<file path="config.mk">
export PLATFORM = sky130hd
export DESIGN_NAME = approx_controller
export DESIGN_NICKNAME = d
export VERILOG_FILES = /design/src/rtl/approx_pkg.sv /design/src/rtl/op_timer.sv /design/src/rtl/approx_controller.sv
export SDC_FILE = /design/constraint.sdc
export NUM_CORES = 1
export LEC_CHECK = 0
export CAP_MARGIN = 20
export CORE_MARGIN = 3
export CORE_UTILIZATION = 34
export DETAILED_ROUTE_END_ITERATION = 7
export MAX_ROUTING_LAYER = met4
export PLACE_DENSITY = 0.51
export SETUP_SLACK_MARGIN = 0.1
export SLEW_MARGIN = 0
export SYNTH_ARGS = -nofsm -noshare
export SYNTH_HDL_FRONTEND = slang
export SYNTH_SLANG_ARGS = --single-unit
</file>
<file path="constraint.sdc">
create_clock -name clk -period 4 [get_ports clk]
set_input_delay 0.8 -clock clk [delete_from_list [all_inputs] [get_ports clk]]
set_output_delay 0.8 -clock clk [all_outputs]
set_load 0.05 [all_outputs]
</file>
<file path="src/rtl/approx_pkg.sv">
// Shared definitions for the Taylor-series controller: ALU modes, FSM states,
// and the decode from controller state to the registered datapath control word.
package approx_pkg;

  localparam int ALU_LAT_DEF = 2;
  localparam int MAX_IT_DEF  = 7;

  localparam logic [2:0] MODE_PASS = 3'd0;
  localparam logic [2:0] MODE_SUB1 = 3'd1;
  localparam logic [2:0] MODE_MUL  = 3'd2;
  localparam logic [2:0] MODE_ACC  = 3'd3;
  localparam logic [2:0] MODE_INC  = 3'd4;

  typedef enum logic [3:0] {
    ST_IDLE  = 4'd0,
    ST_START = 4'd1,
    ST_LOAD  = 4'd2,
    ST_X1    = 4'd3,
    ST_X1N   = 4'd4,
    ST_MUL   = 4'd5,
    ST_ACC   = 4'd6,
    ST_CHK   = 4'd7,
    ST_INC   = 4'd8,
    ST_DONE  = 4'd9
  } state_t;

  typedef struct packed {
    logic       busy;
    logic       done;
    logic       err;
    logic       dp_start;
    logic       check;
    logic [2:0] mode;
    logic       wren_x1;
    logic       wren_x1_n;
    logic       wren_x1_n_mult;
    logic       wren_y;
    logic       wren_n;
    logic       wren_sigma_n;
    logic       x_to_a;
    logic       y_to_a;
    logic       x1_to_a;
    logic       n_to_a;
    logic       x1_n_to_b;
    logic       sigma_to_alu;
  } ctrl_t;

  function automatic logic is_op(state_t s);
    return (s == ST_X1) || (s == ST_X1N) || (s == ST_MUL) ||
           (s == ST_ACC) || (s == ST_CHK) || (s == ST_INC);
  endfunction

  // Selects and mode hold for the whole op; write flags only when wb is set.
  function automatic ctrl_t decode_ctrl(state_t s, logic wb, logic err);
    ctrl_t c;
    c      = '0;
    c.busy = (s != ST_IDLE);
    case (s)
      ST_START: c.dp_start = 1'b1;
      ST_X1: begin
        c.x_to_a  = 1'b1;
        c.mode    = MODE_SUB1;
        c.wren_x1 = wb;
      end
      ST_X1N: begin
        c.x1_to_a   = 1'b1;
        c.mode      = MODE_PASS;
        c.wren_x1_n = wb;
      end
      ST_MUL: begin
        c.x1_to_a        = 1'b1;
        c.x1_n_to_b      = 1'b1;
        c.mode           = MODE_MUL;
        c.wren_x1_n_mult = wb;
      end
      ST_ACC: begin
        c.y_to_a       = 1'b1;
        c.x1_n_to_b    = 1'b1;
        c.sigma_to_alu = 1'b1;
        c.mode         = MODE_ACC;
        c.wren_y       = wb;
      end
      ST_CHK: begin
        c.n_to_a = 1'b1;
        c.mode   = MODE_PASS;
        c.check  = wb;
      end
      ST_INC: begin
        c.n_to_a       = 1'b1;
        c.mode         = MODE_INC;
        c.wren_n       = wb;
        c.wren_sigma_n = wb;
      end
      ST_DONE: begin
        c.done = 1'b1;
        c.err  = err;
      end
      default: ;
    endcase
    return c;
  endfunction

endpackage

</file>
<file path="src/rtl/op_timer.sv">
// Per-op latency counter: loaded with ALU_LAT on op entry, in_wb marks the
// write-back cycle, wb_next predicts it one cycle ahead for registered outputs.
module op_timer #(
  parameter int ALU_LAT = 2
) (
  input  logic clk,
  input  logic rst,
  input  logic load,
  output logic in_wb,
  output logic wb_next
);

  localparam logic [3:0] LAT = 4'(ALU_LAT);

  logic [3:0] cnt_r;

  // Count down to zero and hold there until the next op is entered.
  always_ff @(posedge clk) begin
    if (rst) begin
      cnt_r <= 4'd0;
    end else if (load) begin
      cnt_r <= LAT;
    end else if (cnt_r != 4'd0) begin
      cnt_r <= cnt_r - 4'd1;
    end
  end

  assign in_wb = (cnt_r == 4'd0);

  // Write-back status of the cycle after the coming edge.
  always_comb begin
    wb_next = 1'b0;
    if (load) begin
      wb_next = (LAT == 4'd0);
    end else if (cnt_r == 4'd0) begin
      wb_next = 1'b1;
    end else begin
      wb_next = (cnt_r == 4'd1);
    end
  end

endmodule

</file>
<file path="src/rtl/approx_controller.sv">
// Control FSM sequencing the Taylor-series datapath one ALU op at a time and
// reporting completion (or guard abort) to the host.
module approx_controller
  import approx_pkg::*;
#(
  parameter int ALU_LAT = ALU_LAT_DEF,
  parameter int MAX_IT  = MAX_IT_DEF
) (
  input  logic       clk,
  input  logic       rst,
  input  logic       start_i,
  input  logic [2:0] numIt_i,
  input  logic       valid_i,
  output logic       busy_o,
  output logic       done_o,
  output logic       err_o,
  output logic       dp_start_o,
  output logic       check_o,
  output logic [2:0] mode_o,
  output logic       wren_x1_o,
  output logic       wren_x1_n_o,
  output logic       wren_x1_n_mult_o,
  output logic       wren_y_o,
  output logic       wren_n_o,
  output logic       wren_sigma_n_o,
  output logic       x_to_a_o,
  output logic       y_to_a_o,
  output logic       x1_to_a_o,
  output logic       n_to_a_o,
  output logic       x1_n_to_b_o,
  output logic       sigma_to_alu_o
);

  localparam logic [2:0] LAST_IT = 3'(MAX_IT - 1);

  state_t     state_r;
  state_t     next_state_s;
  logic [2:0] nit_r;
  logic [2:0] it_cnt_r;
  logic       err_r;
  logic       err_next_s;
  logic       load_2nd_r;
  logic       tmr_load_s;
  logic       in_wb_s;
  logic       wb_next_s;
  ctrl_t      ctrl_r;

  op_timer #(.ALU_LAT(ALU_LAT)) u_op_timer (
    .clk     (clk),
    .rst     (rst),
    .load    (tmr_load_s),
    .in_wb   (in_wb_s),
    .wb_next (wb_next_s)
  );

  // Next-state and abort decision; op states advance only on write-back.
  always_comb begin
    next_state_s = state_r;
    err_next_s   = err_r;
    case (state_r)
      ST_IDLE: begin
        err_next_s = 1'b0;
        if (start_i) next_state_s = ST_START;
        else         next_state_s = ST_IDLE;
      end
      ST_START: next_state_s = ST_LOAD;
      ST_LOAD: begin
        if (!load_2nd_r)         next_state_s = ST_LOAD;
        else if (nit_r == 3'd0)  next_state_s = ST_DONE;
        else                     next_state_s = ST_X1;
      end
      ST_X1:  if (in_wb_s) next_state_s = ST_X1N; else next_state_s = ST_X1;
      ST_X1N: if (in_wb_s) next_state_s = ST_ACC; else next_state_s = ST_X1N;
      ST_MUL: if (in_wb_s) next_state_s = ST_ACC; else next_state_s = ST_MUL;
      ST_ACC: if (in_wb_s) next_state_s = ST_CHK; else next_state_s = ST_ACC;
      ST_CHK: begin
        if (!in_wb_s) begin
          next_state_s = ST_CHK;
        end else if (valid_i) begin
          next_state_s = ST_DONE;
        end else if (it_cnt_r == LAST_IT) begin
          next_state_s = ST_DONE;
          err_next_s   = 1'b1;
        end else begin
          next_state_s = ST_INC;
        end
      end
      ST_INC:  if (in_wb_s) next_state_s = ST_MUL; else next_state_s = ST_INC;
      ST_DONE: next_state_s = ST_IDLE;
      default: next_state_s = ST_IDLE;
    endcase
  end

  assign tmr_load_s = is_op(next_state_s) && (next_state_s != state_r);

  // State, iteration bookkeeping and control word registered for the next cycle.
  always_ff @(posedge clk) begin
    if (rst) begin
      state_r    <= ST_IDLE;
      nit_r      <= 3'd0;
      it_cnt_r   <= 3'd0;
      err_r      <= 1'b0;
      load_2nd_r <= 1'b0;
      ctrl_r     <= '0;
    end else begin
      state_r    <= next_state_s;
      err_r      <= err_next_s;
      load_2nd_r <= (state_r == ST_LOAD);
      ctrl_r     <= decode_ctrl(next_state_s, wb_next_s, err_next_s);
      if (state_r == ST_IDLE && start_i) begin
        nit_r    <= numIt_i;
        it_cnt_r <= 3'd0;
      end else if (state_r == ST_INC && in_wb_s) begin
        it_cnt_r <= it_cnt_r + 3'd1;
      end
    end
  end

  assign busy_o           = ctrl_r.busy;
  assign done_o           = ctrl_r.done;
  assign err_o            = ctrl_r.err;
  assign dp_start_o       = ctrl_r.dp_start;
  assign check_o          = ctrl_r.check;
  assign mode_o           = ctrl_r.mode;
  assign wren_x1_o        = ctrl_r.wren_x1;
  assign wren_x1_n_o      = ctrl_r.wren_x1_n;
  assign wren_x1_n_mult_o = ctrl_r.wren_x1_n_mult;
  assign wren_y_o         = ctrl_r.wren_y;
  assign wren_n_o         = ctrl_r.wren_n;
  assign wren_sigma_n_o   = ctrl_r.wren_sigma_n;
  assign x_to_a_o         = ctrl_r.x_to_a;
  assign y_to_a_o         = ctrl_r.y_to_a;
  assign x1_to_a_o        = ctrl_r.x1_to_a;
  assign n_to_a_o         = ctrl_r.n_to_a;
  assign x1_n_to_b_o      = ctrl_r.x1_n_to_b;
  assign sigma_to_alu_o   = ctrl_r.sigma_to_alu;

endmodule
</file>
==> results.tsv <==
stage	metric	value	unit
placement	hpwlAfterDp	2430	µm
timing	finalSetupViolations	0	
logic_synthesis	synth_cell_types	53	
flow_run	maxCapViolations	0	
placement	io_buffer_count	26	
power	comb_power_share	51.4	%
cells_and_area	fin_nets	196	
routing	drt-total-wl	3310	µm
logic_synthesis	synthArstFlopShare	0	%
power	swShare	45.1	%
timing	skew	4.42	ps
floorplanning	die_area	5550	µm²
setup_path	slowest_delay	390	ps
grt	grt_pass1_vias	1138	
floorplanning	initial_utilization	35.9	%
setup_path	cp-start-kind	input port	
routing	wl_met3	110	µm
timing	slew-limit-headroom	32.0	%
logic_synthesis	yosys-top-cells-area	dfxtp_1 43%, nor2_1 3.3%, mux2i_1 3.1%	
clocking	cts_tree	done	
logic_synthesis	postSynthCellCount	165	
floorplanning	io_pins	27	
clocking	post_cts_buffers	0	
cells_and_area	finish.utilization	43.4	%
setup_path	critical_path_class	in2reg	
cells_and_area	synthToLayoutAreaGrowth	21.0	%
logic_synthesis	seq_area_frac_synth	42.7	%
cells_and_area	fin_area	1930	µm²
floorplanning	die_h	74.5	µm
logic_synthesis	synth_flop_cell	dfxtp_1	
logic_synthesis	yosys.area.top_type	dfxtp_1	
clocking	cts_max_path_buffers	2	
power	power_density	763	nW/µm²
cells_and_area	n_antenna_cell	0	
routing	ant_nets	0	
setup_path	worstPathCellList	clkdlybuf4s50_1, nand3b_1, o2111ai_1, o311a_2, nor2_2, o22a_4, nor4b_2	
clocking	ctsResizeCount	0	
power	p_int	0.000809	W
setup_path	worstSetupEndpointType	flop	
routing	dr.max_layer_used	met4	
timing	slew_violations	0	
logic_synthesis	synth_nets	174	
hold_path	hp-class	reg2reg	
timing	finalCritPeriodShare	61.2	%
routing	wl_per_cell	13.9	µm
routing	met1_length	1600	µm
clocking	cts_made_buffers	5	
floorplanning	rows	24	
timing	fmax	0.408	GHz
timing	holdWs	484	ps
grt	antenna_found_initial	0	
placement	routabilityCongestion	0.835	
routing	drt_iter0_markers	126	
setup_path	cpMaxStageDelayCell	clkdlybuf4s50_1	
logic_synthesis	synth_edf_count	0	
timing	period_minus_slack	2450	ps
setup_path	cp_top_family	compound AO/OA/AOI/OAI gates	
timing	worst_pin_slew	1020	ps
logic_synthesis	yosysWarnings	0	
clocking	hold_buffers	0	
floorplanning	die_w	74.5	µm
placement	post_dp_cell_area	1850	µm²
routing	drc	0	
power	p_seq_share	33.1	%
floorplanning	core-area	4440	µm²
timing	hold_viol_final	0	
clocking	clkLatencyLatePin	280	ps
cells_and_area	layout-drive-gt1-share	15.0	%
cells_and_area	final_cell_mix	34 x dfxtp_1, 26 x clkdlybuf4s50_1, 14 x nor2_1, 12 x nand2_1, 9 x a21oi_1	
setup_path	path_buf_inv	1	
power	clkPwrFrac	15.5	%
clocking	htreeDepth	2	
power	ir_drop	0.364	mV
status	status	finished clean	
setup_path	cp.required	4180	ps
setup_path	cp_max_fo	12	
grt	grt_first_pass_wirelength	5570	µm
routing	viasPerCell	5.28	
routing	vias	1263	
logic_synthesis	netlist_area	1600	µm²
routing	dr.pass1.iters	4	
logic_synthesis	synth_seq_cells	34	
clocking	clockRootBuffer	clkbuf_8	
setup_path	cp.arrival	2630	ps
logic_synthesis	synth.avg_cell_area	9.67	µm²
logic_synthesis	synth_top_area_share	42.7	%
clocking	clock-sinks	34	
clocking	clk_pin_slew	60	ps
routing	met2_length	1540	µm
power	finalPower	0.00147	W
timing	rsz0062_at_grt	false	
grt	grt_use_total	13.7	%
grt	overflow	0	
timing	tns	0	ps
cells_and_area	fillers	448	
cells_and_area	final_common_cell	dfxtp_1	
power	p_leak	0.693	nW
power	switchingPower	0.000665	W
grt	grt_max_degree	24	
[power groups by stage]
stage | Clock [W] | Combinational (W) | Sequential (W)
CTS | 0.000240 | 0.000761 | 0.000487
finish | 0.000229 | 0.000757 | 0.000488
global route | 0.000256 | 0.000823 | 0.000502
detailed placement | 0 | 0.000760 | 0.000493
global placement | 0 | 0.000759 | 0.000491
floorplan | 0 | 0.000550 | 0.000565
[final timing paths]
check	start	endpoint	slack, ps	cells after the start
setup reg to reg	state_r[1]$_SDFF_PP0_	u_op_timer.cnt_r[3]$_SDFFE_PP0N_	1770	6
hold reg to reg	err_r$_SDFF_PP0_	err_r$_SDFF_PP0_	480	2
setup / recovery	valid_i	u_op_timer.cnt_r[3]$_SDFFE_PP0N_	1550	7
hold / removal	err_r$_SDFF_PP0_	err_r$_SDFF_PP0_	480	2
[worst reg2reg max path, cell delays in order, from the launching register on]
cell       delay [ps]
dfxtp_1           680
nand3b_1          220
o2111ai_1         250
o311a_2           360
nor2_2            110
o22a_4            250
nor4b_2           260
[state kept, by name, indices dropped and copies added, names as in the netlist, 3 cells and up]
signal / count
it_cnt_r: 3
mode_o: 3
nit_r: 3
state_r: 4
u_op_timer.cnt_r: 4
[through the flow]
| step | setup slack [ps] | instances |
|---|---|---|
| 2_1_floorplan | 1960 | 165 |
| 3_3_place_gp | 1330 | 232 |
| 5_1_grt | 1410 | 239 |
| 4_1_cts | 1570 | 239 |
| 6_report | 1550 | 239 |
| 3_5_place_dp | 1270 | 232 |
[cell families (layout without fill, tap and decap cells)]
family / Yosys count / in the layout / share of synthesized area, %
flip-flops: 34 / 34 / 42.7
multiplexers: 5 / 5 / 3.14
XOR/XNOR: 2 / 2 / 1.10
AO/OA/AOI/OAI: 32 / 32 / 15.5
adder cells (fa/ha/maj): 2 / 2 / 1.57
AND/OR/NAND/NOR: 73 / 73 / 30.0
buffers and inverters: 17 / 39 / 5.96
[layer usage]
metal | GRT usage, % | vias to the layer above
met2 | 19.2 | 18
met4 | 6.32 | 0
li1 | - | 649
met5 | - | -
met3 | 4.19 | 6
met1 | 17.8 | 590
[cells in the mapped netlist, types with 3 or more instances]
library cell and instances:
a21oi_1 9, buf_2 4, buf_4 3, clkbuf_1 3
dfxtp_1 34, inv_1 5, mux2i_1 5, nand2_1 12
nand3_1 3, nor2_1 14, nor2b_1 4, nor3_1 7
nor3b_1 3, nor4_1 5, nor4b_2 3, o21ai_0 4
[final cells by class]
type | instances | area (µm²) | share of cell area, %
Multi-Input combinational cell | 114 | 820 | 42.4
Sequential cell | 34 | 681 | 35.3
Timing Repair Buffer | 27 | 268 | 13.9
Clock buffer | 5 | 68.8 | 3.56
Tap cell | 52 | 65.1 | 3.37
Inverter | 5 | 18.8 | 0.972
Clock inverter | 2 | 10.0 | 0.518
Note: power is estimated with default switching activity, not from simulation.
